`src/rtl/cpu_debug_pkg.sv`:
```
// Shared encodings for the end-of-run dump engine: FSM states, trigger causes and beat kinds.
package cpu_debug_pkg;

  localparam int DUMP_IDX_W = 8;

  typedef enum logic [1:0] {
    ST_RUN  = 2'd0,
    ST_REG  = 2'd1,
    ST_MEM  = 2'd2,
    ST_DONE = 2'd3
  } dump_state_e;

  typedef enum logic [1:0] {
    CAUSE_NONE   = 2'd0,
    CAUSE_CYCLES = 2'd1,
    CAUSE_HALT   = 2'd2,
    CAUSE_EXT    = 2'd3
  } dump_cause_e;

  typedef enum logic {
    KIND_REG = 1'b0,
    KIND_MEM = 1'b1
  } dump_kind_e;

endpackage

```
`src/rtl/halt_detector.sv`:
```
// Flags a halted CPU: pulses 'halt' combinationally on the fetch that makes the PC repeat HALT_STABLE times.
// Latency: same cycle as that fetch; no backpressure.
module halt_detector
  import cpu_debug_pkg::*;
#(
  parameter int HALT_STABLE = 4
) (
  input  logic        clk,
  input  logic        rst,
  input  logic [31:0] pc,
  input  logic        pc_valid,
  output logic        halt
);

  localparam int SW = (HALT_STABLE < 1) ? 1 : $clog2(HALT_STABLE + 1);
  localparam logic [SW-1:0] LIM    = SW'(HALT_STABLE);
  localparam logic [SW-1:0] LIM_M1 = (HALT_STABLE < 1) ? '0 : SW'(HALT_STABLE - 1);

  logic [31:0]   last_pc;
  logic [SW-1:0] stable;
  logic          same;

  assign same = pc_valid && (pc == last_pc);

  always_ff @(posedge clk or posedge rst) begin
    if (rst) begin
      last_pc <= '0;
      stable  <= '0;
    end else if (pc_valid) begin
      last_pc <= pc;
      if (!same)
        stable <= '0;
      else if (stable != LIM)
        stable <= stable + SW'(1);
    end
  end

  // Fires only on the transition into the limit, so a saturated counter does not re-trigger.
  assign halt = (HALT_STABLE != 0) && same && (stable == LIM_M1);

endmodule

```
`src/rtl/run_dump_sequencer.sv`:
```
// End-of-run dump: on ext/cycle-limit/halt trigger, freezes the CPU and streams regs then a memory window.
// Latency: first beat the cycle after the trigger; stalls hold every dump output and read address stable.
module run_dump_sequencer
  import cpu_debug_pkg::*;
#(
  parameter int          MAX_CYCLES  = 45,
  parameter int          HALT_STABLE = 4,
  parameter int          REG_COUNT   = 32,
  parameter int          MEM_WORDS   = 9,
  parameter logic [31:0] DATA_BASE   = 32'h0000_0000,
  parameter int          CNT_W       = 32
) (
  input  logic                  clk,
  input  logic                  rst,
  input  logic [31:0]           pc,
  input  logic                  pc_valid,
  input  logic                  ext_trig,
  output logic                  cpu_freeze,
  output logic [4:0]            rf_raddr,
  input  logic [31:0]           rf_rdata,
  output logic [31:0]           dm_raddr,
  input  logic [31:0]           dm_rdata,
  output logic                  dump_valid,
  input  logic                  dump_ready,
  output logic                  dump_kind,
  output logic [DUMP_IDX_W-1:0] dump_index,
  output logic [31:0]           dump_data,
  output logic [1:0]            dump_cause,
  output logic                  done,
  output logic [CNT_W-1:0]      cycle_count
);

  localparam logic [DUMP_IDX_W-1:0] REG_LAST  = DUMP_IDX_W'(REG_COUNT - 1);
  localparam logic [DUMP_IDX_W-1:0] MEM_LAST  = (MEM_WORDS > 0) ? DUMP_IDX_W'(MEM_WORDS - 1) : '0;
  localparam logic [CNT_W-1:0]      CYC_LIMIT = CNT_W'(MAX_CYCLES);

  if (MEM_WORDS > 255 || MEM_WORDS < 0 || REG_COUNT < 1 || REG_COUNT > 32) begin : g_param_check
    $error("run_dump_sequencer: REG_COUNT must be 1..32 and MEM_WORDS 0..255");
  end

  dump_state_e           state, state_nxt;
  dump_cause_e           cause, cause_nxt;
  logic [DUMP_IDX_W-1:0] idx, idx_nxt;
  logic                  halt;
  logic                  cyc_hit;

  halt_detector #(.HALT_STABLE(HALT_STABLE)) u_halt (
    .clk      (clk),
    .rst      (rst),
    .pc       (pc),
    .pc_valid (pc_valid),
    .halt     (halt)
  );

  // Compare against count+1 so the counter lands exactly on MAX_CYCLES when it stops.
  assign cyc_hit = (MAX_CYCLES != 0) && ((cycle_count + CNT_W'(1)) == CYC_LIMIT);

  always_ff @(posedge clk or posedge rst) begin
    if (rst) begin
      state       <= ST_RUN;
      cause       <= CAUSE_NONE;
      idx         <= '0;
      cycle_count <= '0;
    end else begin
      state <= state_nxt;
      cause <= cause_nxt;
      idx   <= idx_nxt;
      if (state == ST_RUN && cycle_count != '1)
        cycle_count <= cycle_count + CNT_W'(1);
    end
  end

  assign dump_cause = cause;

  always_comb begin
    state_nxt  = state;
    cause_nxt  = cause;
    idx_nxt    = idx;
    cpu_freeze = (state != ST_RUN);
    done       = 1'b0;
    dump_valid = 1'b0;
    dump_kind  = KIND_REG;
    dump_index = '0;
    dump_data  = '0;
    rf_raddr   = '0;
    dm_raddr   = DATA_BASE;
    unique case (state)
      ST_RUN: begin
        if (ext_trig)     cause_nxt = CAUSE_EXT;
        else if (cyc_hit) cause_nxt = CAUSE_CYCLES;
        else if (halt)    cause_nxt = CAUSE_HALT;
        if (ext_trig || cyc_hit || halt) begin
          state_nxt = ST_REG;
          idx_nxt   = '0;
        end
      end
      ST_REG: begin
        rf_raddr   = idx[4:0];
        dump_valid = 1'b1;
        dump_index = idx;
        dump_data  = (idx == '0) ? '0 : rf_rdata;
        if (dump_ready) begin
          if (idx == REG_LAST) begin
            idx_nxt   = '0;
            state_nxt = (MEM_WORDS == 0) ? ST_DONE : ST_MEM;
          end else begin
            idx_nxt = idx + DUMP_IDX_W'(1);
          end
        end
      end
      ST_MEM: begin
        dm_raddr   = DATA_BASE + {22'b0, idx, 2'b00};
        dump_valid = 1'b1;
        dump_kind  = KIND_MEM;
        dump_index = idx;
        dump_data  = dm_rdata;
        if (dump_ready) begin
          if (idx == MEM_LAST) state_nxt = ST_DONE;
          else                 idx_nxt   = idx + DUMP_IDX_W'(1);
        end
      end
      ST_DONE: done = 1'b1;
      default: ;
    endcase
  end

endmodule

```
`config.mk`:
```
export PLATFORM = sky130hd
export DESIGN_NAME = run_dump_sequencer
export DESIGN_NICKNAME = d
export VERILOG_FILES = /design/src/rtl/cpu_debug_pkg.sv /design/src/rtl/halt_detector.sv /design/src/rtl/run_dump_sequencer.sv
export SDC_FILE = /design/constraint.sdc
export NUM_CORES = 1
export LEC_CHECK = 0
export ABC_AREA = 1
export ABC_CLOCK_PERIOD_IN_PS = 8180
export CAP_MARGIN = 20
export CORE_MARGIN = 2
export CORE_UTILIZATION = 49
export CTS_CLUSTER_DIAMETER = 200
export DETAILED_ROUTE_END_ITERATION = 10
export HOLD_SLACK_MARGIN = 0.03
export PLACE_DENSITY = 0.87
export SETUP_SLACK_MARGIN = 0.4
export SLEW_MARGIN = 20
export SYNTH_ARGS = -nofsm -noshare
export SYNTH_HDL_FRONTEND = slang
export SYNTH_SLANG_ARGS = --single-unit
```
`constraint.sdc`:
```
create_clock -name clk -period 8.18 [get_ports clk]
set_clock_uncertainty 0.15 [all_clocks]
set_input_delay 1.636 -clock clk [delete_from_list [all_inputs] [get_ports clk]]
set_output_delay 1.636 -clock clk [all_outputs]
set_load 0.05 [all_outputs]
```
Yosys cells after proc, flatten, opt, wreduce, memory -nomap -nowiden
Index checks and enable logic that the tools add are counted.
{"block": "word_totals", "register_bits": 79}
{"block": "op_classes", "addsub": 3, "n_eq_ne": 17, "n_mux": 25, "reduce_logical": 15}
{"cell": "case mux 32 bit (2 select lines)", "n": 1}
{"cell": "two-way mux 8 bit", "n": 6}
{"cell": "adder 32 x 1 -> 32 bit, second input constant", "n": 1}
{"cell": "equality test 32 bit", "n": 1}
{"cell": "equality test 32 x 6 -> 1 bit, second input constant", "n": 1}
{"cell": "two-way mux 32 bit", "n": 1}
{"cell": "inequality test 32 bit, second input constant", "n": 1}
{"cell": "case mux 8 bit (3 select lines)", "n": 1}
{"cell": "two-way mux 2 bit", "n": 8}
{"cell": "inequality test 2 bit, second input constant", "n": 6}
{"cell": "two-way mux 10 bit", "n": 1}
{"cell": "adder 8 x 1 -> 8 bit, second input constant", "n": 1}
{"cell": "equality test 8 x 4 -> 1 bit, second input constant", "n": 1}
{"cell": "equality test 8 x 5 -> 1 bit, second input constant", "n": 1}
{"cell": "zero test 8 bit", "n": 1}
{"cell": "two-way mux 3 bit", "n": 2}
{"cell": "case mux 2 bit (3 select lines)", "n": 1}
{"cell": "AND reduction 6 bit", "n": 1}
{"cell": "nonzero test 3 bit", "n": 2}
{"cell": "two-way mux 5 bit", "n": 1}
{"cell": "AND reduction 5 bit", "n": 1}
{"cell": "equality test 2 bit, second input constant", "n": 2}
{"cell": "AND reduction 2 bit", "n": 2}
{"cell": "adder 3 x 1 -> 3 bit, second input constant", "n": 1}
{"cell": "other kinds (10)", "n": 15}

Depth between registers and ports, before layout
Gate-level depths: netlist of the first run.
{"block": "logic_depth", "ltp_word": 6, "depth_mapped": 16}

By module
A second synthesis of the first run with hierarchy kept.
{"block": "unflattened", "cells_unflattened": 1047, "hier_area_um2": 6378.6}
{"module": "run_dump_sequencer", "n_inst": 1, "cells_each": 663, "area_per_inst_um2": 3998.8}
{"module": "halt_detector", "n_inst": 1, "cells_each": 384, "area_per_inst_um2": 2379.8}

Least setup slack after synthesis of the first run
OpenSTA, ideal clock, no wires.
{"block": "synth_path", "kind": "in2out", "startpoint": "in dm_rdata[11]", "endpoint": "out dump_data[11]", "t_arrival_ns": 2.476, "required_ns": 6.394, "setup_slack_ns": 3.918, "path_stages": 2, "path_buffers": 0, "path_cell_list": "nand2_1 -> a21oi_1"}
{"block": "synth_via", "elab_chain_len": 1}
{"item": "from (decl)", "line": "run_dump_sequencer.sv:22", "rtl": "input logic [31:0] dm_rdata,"}
{"item": "case mux 32 bit (2 select lines)", "line": "run_dump_sequencer.sv:87", "rtl": "unique case (state)"}
{"item": "to (decl)", "line": "run_dump_sequencer.sv:27", "rtl": "output logic [31:0] dump_data,"}
Every way passes these cells.

Worst setup path in the final report of the first run
{"block": "layout_path", "startpoint": "reg state[1]", "endpoint": "out dump_data[0]"}
{"block": "layout_via", "elab_chain_len": 2}
{"item": "from (decl)", "line": "run_dump_sequencer.sv:41", "rtl": "dump_state_e state, state_nxt;"}
{"item": "from (signal assigned)", "line": "run_dump_sequencer.sv:65", "rtl": "state <= state_nxt;"}
{"item": "equality test 2 bit / equality test 2 x 1 -> 1 bit (equally long branches)", "line": "run_dump_sequencer.sv:87"}
{"item": "case mux 32 bit (2 select lines) (*)", "line": "run_dump_sequencer.sv:87"}
Every way passes the cells marked *; elsewhere a longest branch is shown, timed or not.

==> results of run 1 <==
## cell usage after synthesis (4+ instances only)
cell type	number	area, um^2
nand4_1	18	112.6
buf_4	24	180.2
nand3_1	32	160.2
nor3_1	7	35.03
inv_1	113	424.2
ha_1	12	150.1
a21oi_1	33	165.2
nand2_2	9	56.30
nand2_1	362	1359
clkbuf_1	25	93.84
o21ai_1	5	25.02
xor2_1	23	201.4
nor2_1	92	345.3
xnor2_1	4	35.03
o21ai_0	46	230.2
nor2_4	8	90.09
dfrtp_1	79	1977
## worst max-delay path: stages, from the launching register on
cell,delay (ns)
dfrtp_1,0.42
inv_1,0.11
ha_1,0.34
o21a_1,0.86
nand2_1,0.10
a21oi_1,0.27
clkdlybuf4s50_1,0.87
## per-stage QoR
stage               cells  power [mW]  hold WS (ns)  utilization
floorplan             942       1.193        0.3113            -
global placement     1230       1.468        0.3164       0.6563
detailed placement   1231       1.486        0.3247       0.6576
CTS                  1247       1.933        0.3446       0.6857
global route         1247       2.035        0.3633       0.6860
finish               1247       1.917        0.3395       0.6860
## routing by layer
metal  track usage  up-vias  wire length, um
li1              -     3126                -
met1        0.2988     2738             6468
met2        0.4168      210             7628
met3       0.06164       22             1262
met4       0.08943        0              319
met5             0        -                0
## power by group
group / internal, mW / switching, mW / total (mW)
registers: 0.432 / 0.0444 / 0.477
logic: 0.300 / 0.703 / 1.00
clock network: 0.277 / 0.161 / 0.438
total: 1.01 / 0.908 / 1.92
## layout make-up
type,instances,area (um^2),area share
Multi-Input combinational cell,694,3253,0.3998
Sequential cell,79,1977,0.2430
Timing Repair Buffer,195,1953,0.2400
Inverter,116,436.7,0.05367
Clock buffer,10,239.0,0.02937
Tap cell,147,183.9,0.02260
Clock inverter,6,93.84,0.01153
## kinds of logic (layout without fill, tap and decap cells)
| family | Yosys count | in the layout | share of synthesized area |
|---|---|---|---|
| other | 1 | 24 | 0.0006374 |
| adders and majority gates | 12 | 12 | 0.02552 |
| buffers and inverters | 169 | 327 | 0.1257 |
| xor gates and xnor gates | 27 | 27 | 0.04019 |
| DFF | 79 | 79 | 0.3360 |
| and+or+nand+nor | 542 | 542 | 0.3943 |
| AOI/OAI and AO/OA | 89 | 89 | 0.07763 |
## sequential cells by signal, indices dropped and copies added (netlist names)
name,flops
state,2
cycle_count,32
u_halt.last_pc,32
u_halt.stable,3
idx,8
dump_cause,2
## path summary, 6_finish.rpt
| check | slack [ns] | from | cells after the start | to |
|---|---|---|---|---|
| max | 3.10 | state[1] | 6 | dump_data[0] |
| min | 0.34 | u_halt.last_pc[3] | 2 | u_halt.last_pc[3] |
| max reg2reg | 5.37 | cycle_count[1] | 11 | cycle_count[15] |
| min reg2reg | 0.34 | u_halt.last_pc[3] | 2 | u_halt.last_pc[3] |
| max in group asynchronous | 5.72 | rst | 3 | cycle_count[21] |
| min in group asynchronous | 1.68 | rst | 3 | u_halt.last_pc[20] |
==> qor.yml, run 1 <==
grt-ovfl-total: 0
routabilityCongestion: 0.9260
route.detailed.drc: 0
num-nets-final: 1208
syn_to_final_growth_pct: 38.30
cts_buffers: 9
dpl.hpwl_um: 11940
grt_pass1_wl_um: 25390
clockBufferDepth: 2
die_w_um: 113.6
postCtsHoldBufs: 0
synth_edf_count: 0
grt_pass1_vias: 5565
ys.flop_type: "dfrtp_1"
cp-end-kind: "output port"
fin_area_um2: 8137
slew_violations: 0
period_minus_slack_ns: 5.082
die_area_um2: 12900
dp_slack_ns: 3.138
n_antenna_cell: 0
worst_slack_ns: 3.098
path_class: "flip-flop to output port"
status: "complete, no violations"
io_pins: 216
async_reset_ff_frac: 1.000
hold_path_class: "flip-flop to flip-flop"
drt_first_pass_iters: 5
cp_data_required_time_ns: 6.39
wl_per_cell_um: 12.57
fmax_mhz: 196.8
clock-root-buffer: "clkbuf_16"
powerDensity_nw_per_um2: 235.6
fin_setup_tns_ns: 0
grt.total_usage: 0.2438
routed_wl_um: 15680
syn_area_um2: 5883
layout_common_cells: "362 x nand2_1, 191 x clkdlybuf4s50_1, 112 x inv_1"
ant_nets: 0
worstPathArrival_ns: 3.30
finalCritPeriodShare: 0.6213
grt_max_degree: 80
synth.distinct_cells: 34
yosys_register_bits: 79
die_h_um: 113.6
yosysSeqAreaShare: 0.3360
syn_inst: 919
setup_viol: 0
cts_sinks: 79
crit_fanout: 32
cts_tree: "done"
coreArea_um2: 11860
num_vias: 6096
rsz0062_at_grt: "no"
hold_viol: 0
fillers: 1036
drive_gt1_frac: 0.04636
slew_headroom: 0.3207
cp-start-kind: "flip-flop"
yosysWarnings: 0
tightest_slew_ns: 1.019
clkTransAtPathRegs_ns: 0.06
placed_area_um2: 7800
ir_drop_mv: 0.2316
drv_cap: 0
antenna_found_initial: 0
h-tree-depth: 3
post-cts-setup-buffers: 0
viasPerCell: 4.889
syn_avg_cell_area_um2: 6.402
p_leak_nw: 3.852
port_buffers: 191
rows: 40
cts-resized-gates: 0
final_common_cell: "nand2_1"
first_iter_violations: 409
initial_core_util: 0.4960
clkLatencyLatePin_ns: 0.33
(Power assumes the default switching activity.)
==> run 2, diff against run 1 <==
--- a/config.mk
+++ b/config.mk
@@ -6,14 +6,14 @@
 export NUM_CORES = 1
 export LEC_CHECK = 0
 export ABC_AREA = 1
-export ABC_CLOCK_PERIOD_IN_PS = 8180
+export ABC_CLOCK_PERIOD_IN_PS = 5100
 export CAP_MARGIN = 20
 export CORE_MARGIN = 2
-export CORE_UTILIZATION = 49
+export CORE_UTILIZATION = 46
 export CTS_CLUSTER_DIAMETER = 200
 export DETAILED_ROUTE_END_ITERATION = 10
 export HOLD_SLACK_MARGIN = 0.03
-export PLACE_DENSITY = 0.87
+export PLACE_DENSITY = 0.82
 export SETUP_SLACK_MARGIN = 0.4
 export SLEW_MARGIN = 20
 export SYNTH_ARGS = -nofsm -noshare
==> constraint.sdc (replaced) <==
create_clock -name clk -period 5.1 [get_ports clk]
set_clock_uncertainty 0.15 [all_clocks]
set_input_delay 1.02 -clock clk [delete_from_list [all_inputs] [get_ports clk]]
set_output_delay 1.02 -clock clk [all_outputs]
set_load 0.05 [all_outputs]
==> qor.yml, run 2 (synthesis results as in run 1) <==
dp_cells: 1257  # +2.1%
die_area_um2: 13710  # +6.3%
largest_registers: "cycle_count (32), u_halt.last_pc (32), idx (8)"
tightest_slew_ns: 0.8906  # -0.1283 ns
path_class: "flip-flop to output port"
ir_drop_mv: 0.4116  # +78%
ant_nets: 0  # unchanged
min_from: "dump_cause[0]"
netSwitchingFraction: 0.4891  # +0.01558
dpl.hpwl_um: 12450  # +4.3%
initial_core_util: 0.4681  # -0.02790
grt-ovfl-total: 0  # unchanged
period_minus_slack_ns: 4.219
clockBufferDepth: 2  # unchanged
fin_cells: 1274  # +2.2%
finalCritPeriodShare: 0.8272
post-cts-setup-buffers: 0  # unchanged
hold_viol: 0  # unchanged
cts-resized-gates: 0  # unchanged
cts_buffers: 9  # unchanged
critPathLaunch: "state[0]"
drive_gt1_frac: 0.04723  # +0.0008662
routed_wl_um: 16130  # +2.9%
cts_sinks: 79  # unchanged
fin_setup_tns_ns: 0  # unchanged
reg2reg_from: "cycle_count[1]"
viasPerCell: 4.800  # -1.8%
antenna_found_initial: 0  # unchanged
grt_pass1_vias: 5544  # -0.38%
clock-root-buffer: "clkbuf_16"
die_h_um: 117.1  # +3.1%
rsz0062_at_grt: "no"
drv_cap: 0  # unchanged
internal_power_mw: 1.524  # +51%
drt_first_pass_iters: 5  # unchanged
io_pins: 216  # unchanged
worst_slack_ns: 0.8811  # -2.217 ns
layout_common_cells: "362 x nand2_1, 191 x clkdlybuf4s50_1, 112 x inv_1"
grt_max_degree: 58  # -28%
worstPathArrival_ns: 3.05  # -0.25 ns
pwr-share-comb: 0.543  # +0.020
p_switching_mw: 1.459  # +61%
dp_slack_ns: 1.219  # -1.919 ns
port_buffers: 191  # unchanged
final_common_cell: "nand2_1"
die_w_um: 117.1  # +3.1%
cts_tree: "done"
route.detailed.drc: 0  # unchanged
num_vias: 6115  # +0.31%
slew_violations: 0  # unchanged
clkTransAtPathRegs_ns: 0.06  # about the same
h-tree-depth: 3  # unchanged
status: "complete, no violations"
crit_fanout: 32  # unchanged
coreArea_um2: 12570  # +6.0%
powerDensity_nw_per_um2: 366.9  # +56%
rows: 41  # +2.5%
wl_per_cell_um: 12.66  # +0.70%
setup_viol: 0  # unchanged
num-nets-final: 1209  # +0.083%
grt.total_usage: 0.2342  # -0.009616
clock_power_share: 0.200  # -0.028
grt_pass1_wl_um: 25450  # +0.27%
cp-end-kind: "output port"
slew_headroom: 0.4056  # +0.08491
timing.hold.ws_ns: 0.3393  # -0.0002190 ns
fin_area_um2: 8133  # about the same
fillers: 1117  # +7.8%
p_leak_nw: 3.830  # -0.57%
clkLatencyLatePin_ns: 0.33  # about the same
postCtsHoldBufs: 0  # unchanged
cp_data_required_time_ns: 3.93  # -2.46 ns
hold_path_class: "flip-flop to flip-flop"
placed_area_um2: 7851  # +0.66%
first_iter_violations: 421  # +2.9%
cp-start-kind: "flip-flop"
sequentialPowerShare: 0.257  # +0.008
routabilityCongestion: 0.8740  # -5.6%
syn_to_final_growth_pct: 38.24  # about the same
fmax_mhz: 237.0
==> run 2: critical path: stages, from the launching register on <==
cell	delay, ns
dfrtp_1	0.42
inv_1	0.09
ha_1	0.54
inv_1	0.49
a21oi_1	0.31
clkdlybuf4s50_1	0.85
==> run 2: path summary, 6_finish.rpt <==
| check | end | slack, ns | depth (start not counted) |
|---|---|---|---|
| max | dump_data[11] | 0.88 | 5 |
| min | dump_cause[0] | 0.34 | 1 |
| max reg2reg | cycle_count[14] | 2.32 | 11 |
| min reg2reg | dump_cause[0] | 0.34 | 1 |
| max in group asynchronous | cycle_count[9] | 2.98 | 3 |
| min in group asynchronous | u_halt.last_pc[19] | 1.02 | 2 |
==> run 2: layer usage <==
| layer | vias up | global-route usage | share of wire |
|---|---|---|---|
| met1 | 2762 | 0.2911 | 0.42 |
| li1 | 3135 | - | - |
| met3 | 15 | 0.06282 | 0.081 |
| met4 | 0 | 0.07216 | 0.012 |
| met2 | 203 | 0.3992 | 0.49 |
| met5 | - | 0 | 0 |
==> run 2: per-stage QoR <==
| stage | util | power, mW |
|---|---|---|
| finish | 0.6471 | 2.984 |
| CTS | 0.6466 | 3.005 |
| global route | 0.6469 | 3.170 |
| detailed placement | 0.6247 | 2.397 |
| global placement | 0.6225 | 2.356 |
| floorplan | - | 1.914 |
==> run 2: area by class of cell <==
cell class	instances	area, um^2	area share
well taps	172	215.2	0.02646
inverters	116	437.9	0.05385
flip-flops and latches	79	1977	0.2431
clock inverters	6	46.29	0.005692
repair buffers	196	1969	0.2422
multi-input cells	694	3256	0.4003
diodes	1	2.502	0.0003077
clock buffers	10	229.0	0.02815
==> run 2: power groups by stage <==
| stage | logic, mW | clock network (mW) | registers [mW] |
|---|---|---|---|
| after floorplan | 1.06 | 0 | 0.857 |
| after global placement | 1.58 | 0 | 0.774 |
| after detailed placement | 1.62 | 0 | 0.777 |
| after CTS | 1.63 | 0.609 | 0.766 |
| after global routing | 1.76 | 0.637 | 0.775 |
| final | 1.62 | 0.598 | 0.765 |
